$ cat src/rtl/alu_op_sequencer.sv
// Multi-cycle controller for the SLC-3 operate instructions (ADD/AND/NOT).
// Latches an instruction on start, then steps DECODE -> EXEC -> WB (or ERR) driving datapath controls.
module alu_op_sequencer #(
  parameter int unsigned COUNT_W = 16
) (
  input  logic               Clk,
  input  logic               Reset_n,
  input  logic               start,
  input  logic [15:0]        IR_in,
  output logic               ready,
  output logic [2:0]         SR1,
  output logic [2:0]         SR2,
  output logic [2:0]         DR,
  output logic               SR2MUX_sel,
  output logic [15:0]        SEXT_5,
  output logic [1:0]         ALUK,
  output logic               LD_REG,
  output logic               LD_CC,
  output logic               done,
  output logic               illegal,
  output logic [COUNT_W-1:0] instr_count
);

  typedef enum logic [2:0] {
    S_IDLE,
    S_DECODE,
    S_EXEC,
    S_WB,
    S_ERR
  } state_t;

  localparam logic [3:0] OP_ADD = 4'b0001;
  localparam logic [3:0] OP_AND = 4'b0101;
  localparam logic [3:0] OP_NOT = 4'b1001;

  state_t             state_q;
  logic [15:0]        ir_q;
  logic [COUNT_W-1:0] cnt_q;
  logic [3:0]         opcode;
  logic               op_legal;

  function automatic logic is_legal(input logic [3:0] op);
    return (op == OP_ADD) || (op == OP_AND) || (op == OP_NOT);
  endfunction

  function automatic logic [1:0] aluk_of(input logic [3:0] op);
    case (op)
      OP_AND:  return 2'b01;
      OP_NOT:  return 2'b10;
      default: return 2'b00;
    endcase
  endfunction

  assign opcode   = ir_q[15:12];
  assign op_legal = is_legal(opcode);

  always_ff @(posedge Clk) begin
    if (!Reset_n) begin
      state_q <= S_IDLE;
      ir_q    <= '0;
      cnt_q   <= '0;
    end else begin
      case (state_q)
        S_IDLE: begin
          if (start) begin
            ir_q    <= IR_in;
            state_q <= S_DECODE;
          end
        end
        S_DECODE: state_q <= op_legal ? S_EXEC : S_ERR;
        S_EXEC:   state_q <= S_WB;
        S_WB: begin
          cnt_q   <= cnt_q + COUNT_W'(1);
          state_q <= S_IDLE;
        end
        S_ERR:    state_q <= S_IDLE;
        default:  state_q <= S_IDLE;
      endcase
    end
  end

  // Moore decode: outputs depend only on state_q and ir_q.
  always_comb begin
    ready       = (state_q == S_IDLE);
    SR1         = 3'd0;
    SR2         = 3'd0;
    DR          = 3'd0;
    SR2MUX_sel  = 1'b0;
    SEXT_5      = 16'd0;
    ALUK        = 2'b00;
    LD_REG      = (state_q == S_WB);
    LD_CC       = (state_q == S_WB);
    done        = (state_q == S_WB);
    illegal     = (state_q == S_ERR);
    instr_count = cnt_q;
    if (state_q == S_DECODE || state_q == S_EXEC || state_q == S_WB) begin
      DR     = ir_q[11:9];
      SR1    = ir_q[8:6];
      SR2    = ir_q[2:0];
      SEXT_5 = {{11{ir_q[4]}}, ir_q[4:0]};
      if (op_legal) begin
        ALUK       = aluk_of(opcode);
        SR2MUX_sel = (opcode != OP_NOT) && ir_q[5];
      end
    end
  end

endmodule

$ cat config.mk
export PLATFORM = sky130hd
export DESIGN_NAME = alu_op_sequencer
export DESIGN_NICKNAME = d
export VERILOG_FILES = /design/src/rtl/alu_op_sequencer.sv
export SDC_FILE = /design/constraint.sdc
export NUM_CORES = 1
export LEC_CHECK = 0
export ABC_AREA = 1
export CORE_ASPECT_RATIO = 0.8
export CORE_MARGIN = 4
export CORE_UTILIZATION = 47
export DETAILED_ROUTE_END_ITERATION = 10
export GPL_ROUTABILITY_DRIVEN = 0
export PLACE_DENSITY = 0.85
export SYNTH_ARGS = -nofsm -noshare
export SYNTH_HDL_FRONTEND = slang
export SYNTH_SLANG_ARGS = --single-unit
$ cat constraint.sdc
create_clock -name Clk -period 3.98 [get_ports Clk]
set_input_delay 0.597 -clock Clk [delete_from_list [all_inputs] [get_ports Clk]]
set_output_delay 0.597 -clock Clk [all_outputs]
set_load 0.005 [all_outputs]
## Word-level counts from Yosys, hierarchy flattened

Cells that the tools add are included.

| operators by class | value |
|---|---|
| add/subtract/negate cells | 1 |
| equal/unequal tests | 9 |
| multiplexer cells | 12 |
| reduce and logical (&&, ||, !) cells | 7 |

Operator list:

| operator | number |
|---|---|
| $add 16x1->16 const B | 1 |
| $mux 16 | 1 |
| $mux 3 | 5 |
| $pmux 3 s3 | 1 |
| $eq 3x2->1 const B | 2 |
| $eq 4x1->1 const B | 1 |
| $eq 4x3->1 const B | 1 |
| $eq 4x4->1 const B | 1 |
| $logic_or 1x1->1 | 4 |
| $mux 2 | 2 |
| $ne 4x4->1 const B | 1 |
| $pmux 2 s2 | 1 |
| $eq 3x1->1 const B | 1 |
| $eq 3x3->1 const B | 1 |
| $logic_not 3->1 | 1 |
| $mux 1 | 2 |
| $ne 2x2->1 const B | 1 |
| $reduce_and 2->1 | 1 |
| $logic_and 1x1->1 | 1 |

| storage, ports and cells | value |
|---|---|
| flip-flop bits (word level) | 35 |
| bits of input ports | 19 |
| output and inout port bits | 49 |
| word-level logic and storage cells | 32 |

## Logic depth before layout (Yosys ltp)

Gate-level depths: netlist of run 1.

| logic depth | value |
|---|---|
| depth after elaboration | 5 |
| mapped depth | 7 |
| mapped depth without buffers | 7 |

## Worst setup path after synthesis of run 1

No wires, ideal clock.

| timing | value |
|---|---|
| path kind | reg2out |
| start point | reg state_q[1] |
| end point | out SEXT_5[10] |
| arrival | 1.529 ns |
| data required time | 3.383 ns |
| path slack | 1.854 ns |
| stages on the path, launching flop included | 6 |
| path buffers | 2 |
| path through | dfxtp_1 > or2_4 > nand2_1 > buf_2 > nor2_1 > buf_4 |

| between the ends | value |
|---|---|
| longest elaborated chain between the ends | 4 |
| elaborated cells on any way between the ends | 6 |
| classes of those cells | 3 x eq/ne; 1 x mux; 2 x reduce/logical |

RTL lines:

| what | line | text |
|---|---|---|
| start, declared | 36 | `state_t state_q;` |
| start signal, assigned | 70 | `S_DECODE: state_q <= op_legal ? S_EXEC : S_ERR;` |
| $eq 3x1->1 or $eq 3x2->1 (tied branches) | 96 | `if (state_q == S_DECODE \|\| state_q == S_EXEC \|\| state_q == S_WB) begin` |
| $logic_or 1x1->1 | 96 |  |
| $logic_or 1x1->1 * | 96 |  |
| $mux 16 * | 96 |  |
| end, declared | 15 | `output logic [15:0] SEXT_5,` |

Every way passes the cells marked *; elsewhere a longest branch is shown, timed or not.

## Worst setup path after layout of run 1

| timing | value |
|---|---|
| start point | reg state_q[1] |
| end point | out SEXT_5[12] |

The elaborated chain is that of the path after synthesis.

==> flow_metrics.py, run 1 <==
metrics = {
    "grt": {
        "grt_antenna_before_repair": 0,
        "grt.total_usage": 0.178,
        "grtUsageMet1": 0.231,
        "grt_start_max_net_pins": 32,
        "grt_pass1_vias": 1568,
        "grt_util_met2": 0.265,
        "overflow": 0,
        "grt_first_pass_wirelength_um": 6990,
        "grt_use_met3": 0.0778,
        "grt.busiest_layer": "met2",
    },
    "sta": {
        "fin_tns_setup_ns": 0,
        "fin_worst_hold_slack_ns": 0.454,
        "grt_setup_unrepaired": "false",
        "fin_crit_ns": 2.99,
        "drv_slew": 0,
        "tightest_slew_ns": 0.610,
        "period_share": 0.751,
        "setup_skew_ns": 0.00423,
        "setup_viol": 0,
        "slew_headroom": 0.592,
        "max_freq_ghz": 0.334,
        "endpoints_failing_hold": 0,
    },
    "worst_setup_path": {
        "critical_path.startpoint_type": "flip-flop",
        "critical_path_peak_fanout": 14,
        "critPathKind": "flip-flop to primary output",
        "worst_r2r_path_depth": 7,
        "critPathRequiredTime_ns": 3.38,
        "capturing_element_type_of_the_critical_path": "primary output",
        "worst-endpoint-arrival_ns": 2.39,
    },
    "routing": {
        "routed_wl_um": 3990,
        "route.detailed.vias_per_inst": 4.94,
        "first_pass_iters": 4,
        "detail_route.wl_per_cell_um": 11.7,
        "vias": 1681,
        "initialDrtViolationCount": 119,
        "ant_nets": 0,
        "drcViolationCount": 0,
    },
    "die": {
        "floorplan.die.width_um": 76.3,
        "dieArea_um2": 4780,
        "die_y_um": 62.7,
        "core_region_area_um2": 3520,
        "initial_core_util": 0.499,
        "placement_rows": 19,
        "floorplan.io_pins": 68,
    },
    "yosys": {
        "syn-cell-area_um2": 1760,
        "postSynth.asyncResetShare": 0,
        "postSynth.topFlopCell": "sky130_fd_sc_hd__dfxtp_1",
        "synthesized_flop_and_latch_total": 35,
        "yosys_warnings": 0,
        "gate_count_after_technology_mapping": 246,
        "netlist-cell-type-count": 26,
        "synth_fp_nets": 266,
        "yosys-top-cells-count": "sky130_fd_sc_hd__inv_1, sky130_fd_sc_hd__nor2_1, sky130_fd_sc_hd__dfxtp_1, sky130_fd_sc_hd__nand2_1, sky130_fd_sc_hd__a21oi_1",
        "syn-mean-instance-area_um2": 7.14,
        "synth.area.top_cells": "sky130_fd_sc_hd__dfxtp_1, sky130_fd_sc_hd__inv_1, sky130_fd_sc_hd__nor2_1",
        "netlist.top_cell.by_area": "sky130_fd_sc_hd__dfxtp_1",
        "synth_enable_flop_cells": 0,
        "synth.yosys.seq_area_share": 0.399,
        "post-synth-top-area-fraction": 0.399,
    },
    "clock_tree": {
        "cts_buffers": 5,
        "clk_root_buffer_cell": "sky130_fd_sc_hd__clkbuf_8",
        "clkSlewWorstSetupHoldPaths_ns": 0.07,
        "clk_latency_ns": 0.29,
        "cts_setup_buffers": 0,
        "clock_path_buffers": 2,
        "ctsResizeCount": 0,
        "cts.htree.levels": 2,
        "cts.hold.buffers_added": 0,
        "clock_tree_from_tritoncts": "built",
        "cts.sink_count": 35,
    },
    "power_and_ir_drop": {
        "final_power_uw": 728,
        "power.leakage_uw": 0.000886,
        "cell_pwr_density_nw_per_um2": 303,
        "ir_drop_mv": 0.210,
    },
    "placement": {
        "detailed_place.area_um2": 2320,
        "dp_hpwl_um": 2950,
        "numPortBuffers": 67,
    },
    "finish": {
        "post-route-util": 0.683,
        "layout_filler_cell_count": 287,
        "final_nets": 318,
        "n_antenna_cell": 0,
        "layout.area.seq_um2": 701,
        "multi_input_area_um2": 742,
        "fraction_of_final_layout_cells_sized_beyond_drive_strength_1": 0.0638,
        "area_growth_synth_to_finish_pct": 36.9,
        "area_of_all_placed_cells_without_fillers_um2": 2400,
    },
    "worst_hold_path": {
        "holdPathStages": 2,
        "hold_path_class": "flip-flop to flip-flop",
    },
    "run": {
        "drv_cap": 0,
    },
    "outcome": {
        "outcome": "finished, final reports clean",
    },
}
## cell type report
type / instances / area share
Tap cell: 42 / 0.0219
Sequential cell: 35 / 0.292
Clock buffer: 6 / 0.0344
Timing Repair Buffer: 68 / 0.282
Multi-Input combinational cell: 150 / 0.309
Clock inverter: 1 / 0.00208
Inverter: 38 / 0.0593
## metrics by stage
stage	cells	worst slack [ns]
after global routing	340	0.740
final	340	0.990
after detailed placement	333	1.26
after floorplan	246	1.85
after global placement	333	1.36
after CTS	340	0.944
## worst max-delay path, cell delays in order (launching register included)
cell and delay [ns]:
sky130_fd_sc_hd__dfxtp_1 0.47, sky130_fd_sc_hd__or2_4 0.20, sky130_fd_sc_hd__nand2_1 0.27, sky130_fd_sc_hd__nor2_1 0.55
sky130_fd_sc_hd__clkdlybuf4s50_1 0.62
## metal layers
metal / part of all wire / up-vias
met5: 0 / -
met3: 0.089 / 7
met2: 0.41 / 69
met1: 0.49 / 739
met4: 0.016 / 0
li1: - / 866
## registers in the layout, indices dropped and copies added (netlist names)
name,count
ir_q,16
instr_count,16
state_q,3
## worst paths after layout
check | start | end | slack (ns)
max reg2reg | state_q[1] | instr_count[9] | 2.58
max | state_q[1] | SEXT_5[12] | 0.99
min | ir_q[1] | ir_q[1] | 0.45
min reg2reg | ir_q[1] | ir_q[1] | 0.45
## cells in the final DEF (no fill, tap or decap), types with 2 or more instances in the layout
master	count
sky130_fd_sc_hd__inv_1	38
sky130_fd_sc_hd__o21ai_2	2
sky130_fd_sc_hd__nor2_4	4
sky130_fd_sc_hd__nor2_1	38
sky130_fd_sc_hd__nor4_1	2
sky130_fd_sc_hd__nand4_1	5
sky130_fd_sc_hd__dfxtp_1	35
sky130_fd_sc_hd__clkdlybuf4s50_1	67
sky130_fd_sc_hd__o21ai_0	11
sky130_fd_sc_hd__o21ai_1	12
sky130_fd_sc_hd__nor3_1	3
sky130_fd_sc_hd__nand3_1	7
sky130_fd_sc_hd__clkbuf_8	6
sky130_fd_sc_hd__nand2_1	34
sky130_fd_sc_hd__a21oi_1	23
## where the power goes
| part | switching [uW] | internal, uW | leakage (uW) |
|---|---|---|---|
| clock | 123 | 136 | 0.0000470 |
| combinational | 47.0 | 49.5 | 0.000553 |
| sequential | 6.69 | 366 | 0.000286 |
## logic make-up (layout without fill, tap and decap cells)
kind of cell,Yosys count,in the layout,share of synthesized area
flops,35,35,0.399
fa+ha+maj,1,1,0.00713
compound gates,50,50,0.150
simple gates,99,99,0.266
buf+inv,61,113,0.178
No activity file was read; power rests on OpenSTA's default activity.
==> run 2: changes to the inputs <==
- CORE_UTILIZATION: 47 -> 43
- PLACE_DENSITY: 0.85 -> 0.79
- clock period: 3.98 -> 2.9 ns (I/O delays scaled with it)
==> flow_metrics.py, run 2 (same netlist as run 1, synthesis figures left out) <==
metrics = {
    "routing": {
        "vias": 1695,
        "ant_nets": 0,
        "initialDrtViolationCount": 84,
        "route.detailed.vias_per_inst": 4.80,
        "detail_route.wl_per_cell_um": 11.6,
        "drcViolationCount": 0,
        "first_pass_iters": 4,
        "routed_wl_um": 4110,
    },
    "sta": {
        "grt_setup_unrepaired": "false",
        "fin_crit_ns": 2.57,
        "fin_worst_hold_slack_ns": 0.453,
        "tightest_slew_ns": 0.568,
        "fin_tns_setup_ns": 0,
        "max_freq_ghz": 0.389,
        "period_share": 0.888,
        "endpoints_failing_hold": 0,
        "setup_viol": 0,
        "drv_slew": 0,
        "slew_headroom": 0.620,
        "setup_skew_ns": 0.00439,
    },
    "run": {
        "drv_cap": 0,
    },
    "grt": {
        "grt_start_max_net_pins": 32,
        "grt.total_usage": 0.173,
        "grt_pass1_vias": 1580,
        "grt_antenna_before_repair": 0,
        "grt_first_pass_wirelength_um": 7010,
        "overflow": 0,
    },
    "worst_setup_path": {
        "max_stage_delay_ns": 0.62,
        "worst_path_dominant_cell_family": "simple AND/OR/NAND/NOR gates",
        "critPathKind": "flip-flop to primary output",
        "path_buf_inv": 1,
        "path_cells": "or2_4, nand2_1, nor2_1, clkdlybuf4s50_1",
        "capturing_element_type_of_the_critical_path": "primary output",
        "worst-endpoint-arrival_ns": 2.14,
        "critical_path.startpoint_type": "flip-flop",
        "critical_path_peak_fanout": 12,
        "cp_slowest_cell": "sky130_fd_sc_hd__clkdlybuf4s50_1",
        "critPathRequiredTime_ns": 2.47,
    },
    "clock_tree": {
        "clock_tree_from_tritoncts": "built",
        "cts_buffers": 5,
        "cts_setup_buffers": 0,
        "ctsResizeCount": 0,
        "clk_root_buffer_cell": "sky130_fd_sc_hd__clkbuf_8",
        "clkSlewWorstSetupHoldPaths_ns": 0.06,
        "clk_latency_ns": 0.28,
        "cts.hold.buffers_added": 0,
        "clock_path_buffers": 2,
        "cts.htree.levels": 2,
        "cts.sink_count": 35,
    },
    "die": {
        "die_y_um": 65.2,
        "floorplan.io_pins": 68,
        "core_region_area_um2": 3850,
        "initial_core_util": 0.456,
        "dieArea_um2": 5180,
        "placement_rows": 20,
        "floorplan.die.width_um": 79.4,
    },
    "finish": {
        "n_antenna_cell": 0,
        "layout_commonest_cell": "sky130_fd_sc_hd__clkdlybuf4s50_1",
        "final_nets": 319,
        "fraction_of_final_layout_cells_sized_beyond_drive_strength_1": 0.0604,
        "area_growth_synth_to_finish_pct": 37.4,
        "post-route-util": 0.626,
        "layout_filler_cell_count": 397,
        "most-common-layout-cells": "sky130_fd_sc_hd__clkdlybuf4s50_1, sky130_fd_sc_hd__inv_1, sky130_fd_sc_hd__nor2_1",
    },
    "power_and_ir_drop": {
        "cell_pwr_density_nw_per_um2": 399,
        "power.leakage_uw": 0.000881,
        "final_power_uw": 962,
        "ir_drop_mv": 0.263,
    },
    "worst_hold_path": {
        "hold_path_class": "flip-flop to flip-flop",
    },
    "outcome": {
        "outcome": "finished, final reports clean",
    },
    "placement": {
        "numPortBuffers": 67,
        "dp_hpwl_um": 3090,
    },
}
run 2: changes by cell type in the layout (fill, tap and decap cells not counted), sizes merged:
cell,delta
buf,+1
clkinv,-1
run 2: metrics by stage:
step / instance area (um^2) / setup WS (ns) / cells
after floorplan: 1760 / 0.936 / 246
after global placement: 2340 / 0.697 / 347
after detailed placement: 2340 / 0.624 / 347
after CTS: 2410 / 0.297 / 353
after global routing: 2410 / 0.102 / 353
final: 2410 / 0.326 / 353
run 2: path summary, 6_finish.rpt:
| path | depth (start not counted) | end | slack (ns) | start |
|---|---|---|---|---|
| worst min register to register | 2 | ir_q[10] | 0.45 | ir_q[10] |
| worst max-delay path | 4 | SEXT_5[11] | 0.33 | state_q[1] |
| worst max register to register | 5 | ir_q[0] | 1.50 | state_q[1] |
| worst min-delay path | 2 | ir_q[10] | 0.45 | ir_q[10] |
run 2: worst min-delay path, delay by kind of cell, from the launching register on:
kind                   cells  cell delay, ns
AOI/OAI and AO/OA          1            0.05
buffers and inverters      1            0.06
DFF                        1            0.30
run 2: area by class of cell:
cell class,instances,area [um^2],share of cell area
clock buffers,6,72.6,0.0301
well taps,55,68.8,0.0285
multi-input cells,150,742,0.308
inverters,38,143,0.0591
repair buffers,69,686,0.284
flip-flops and latches,35,701,0.290
run 2: power breakdown:
group	internal (uW)	switching, uW	leakage, uW	total, uW
combinational	69.3	66.0	0.000558	135
clock	160	155	0.0000371	315
sequential	503	9.15	0.000286	512
total	732	230	0.000881	962
run 2: layer usage:
| layer | GRT usage | routed length (um) | part of all wire | vias up |
|---|---|---|---|---|
| li1 | - | - | - | 867 |
| met1 | 0.224 | 1910 | 0.46 | 772 |
| met2 | 0.267 | 1860 | 0.45 | 47 |
| met3 | 0.0507 | 259 | 0.063 | 9 |
| met4 | 0.0794 | 82 | 0.020 | 0 |
| met5 | 0 | 0 | 0 | - |
==> run 3: changes to the inputs <==
- TNS_END_PERCENT: unset -> 5
==> results of run 3 <==
The final DEF is identical to that of run 2; final timing and power are the same.
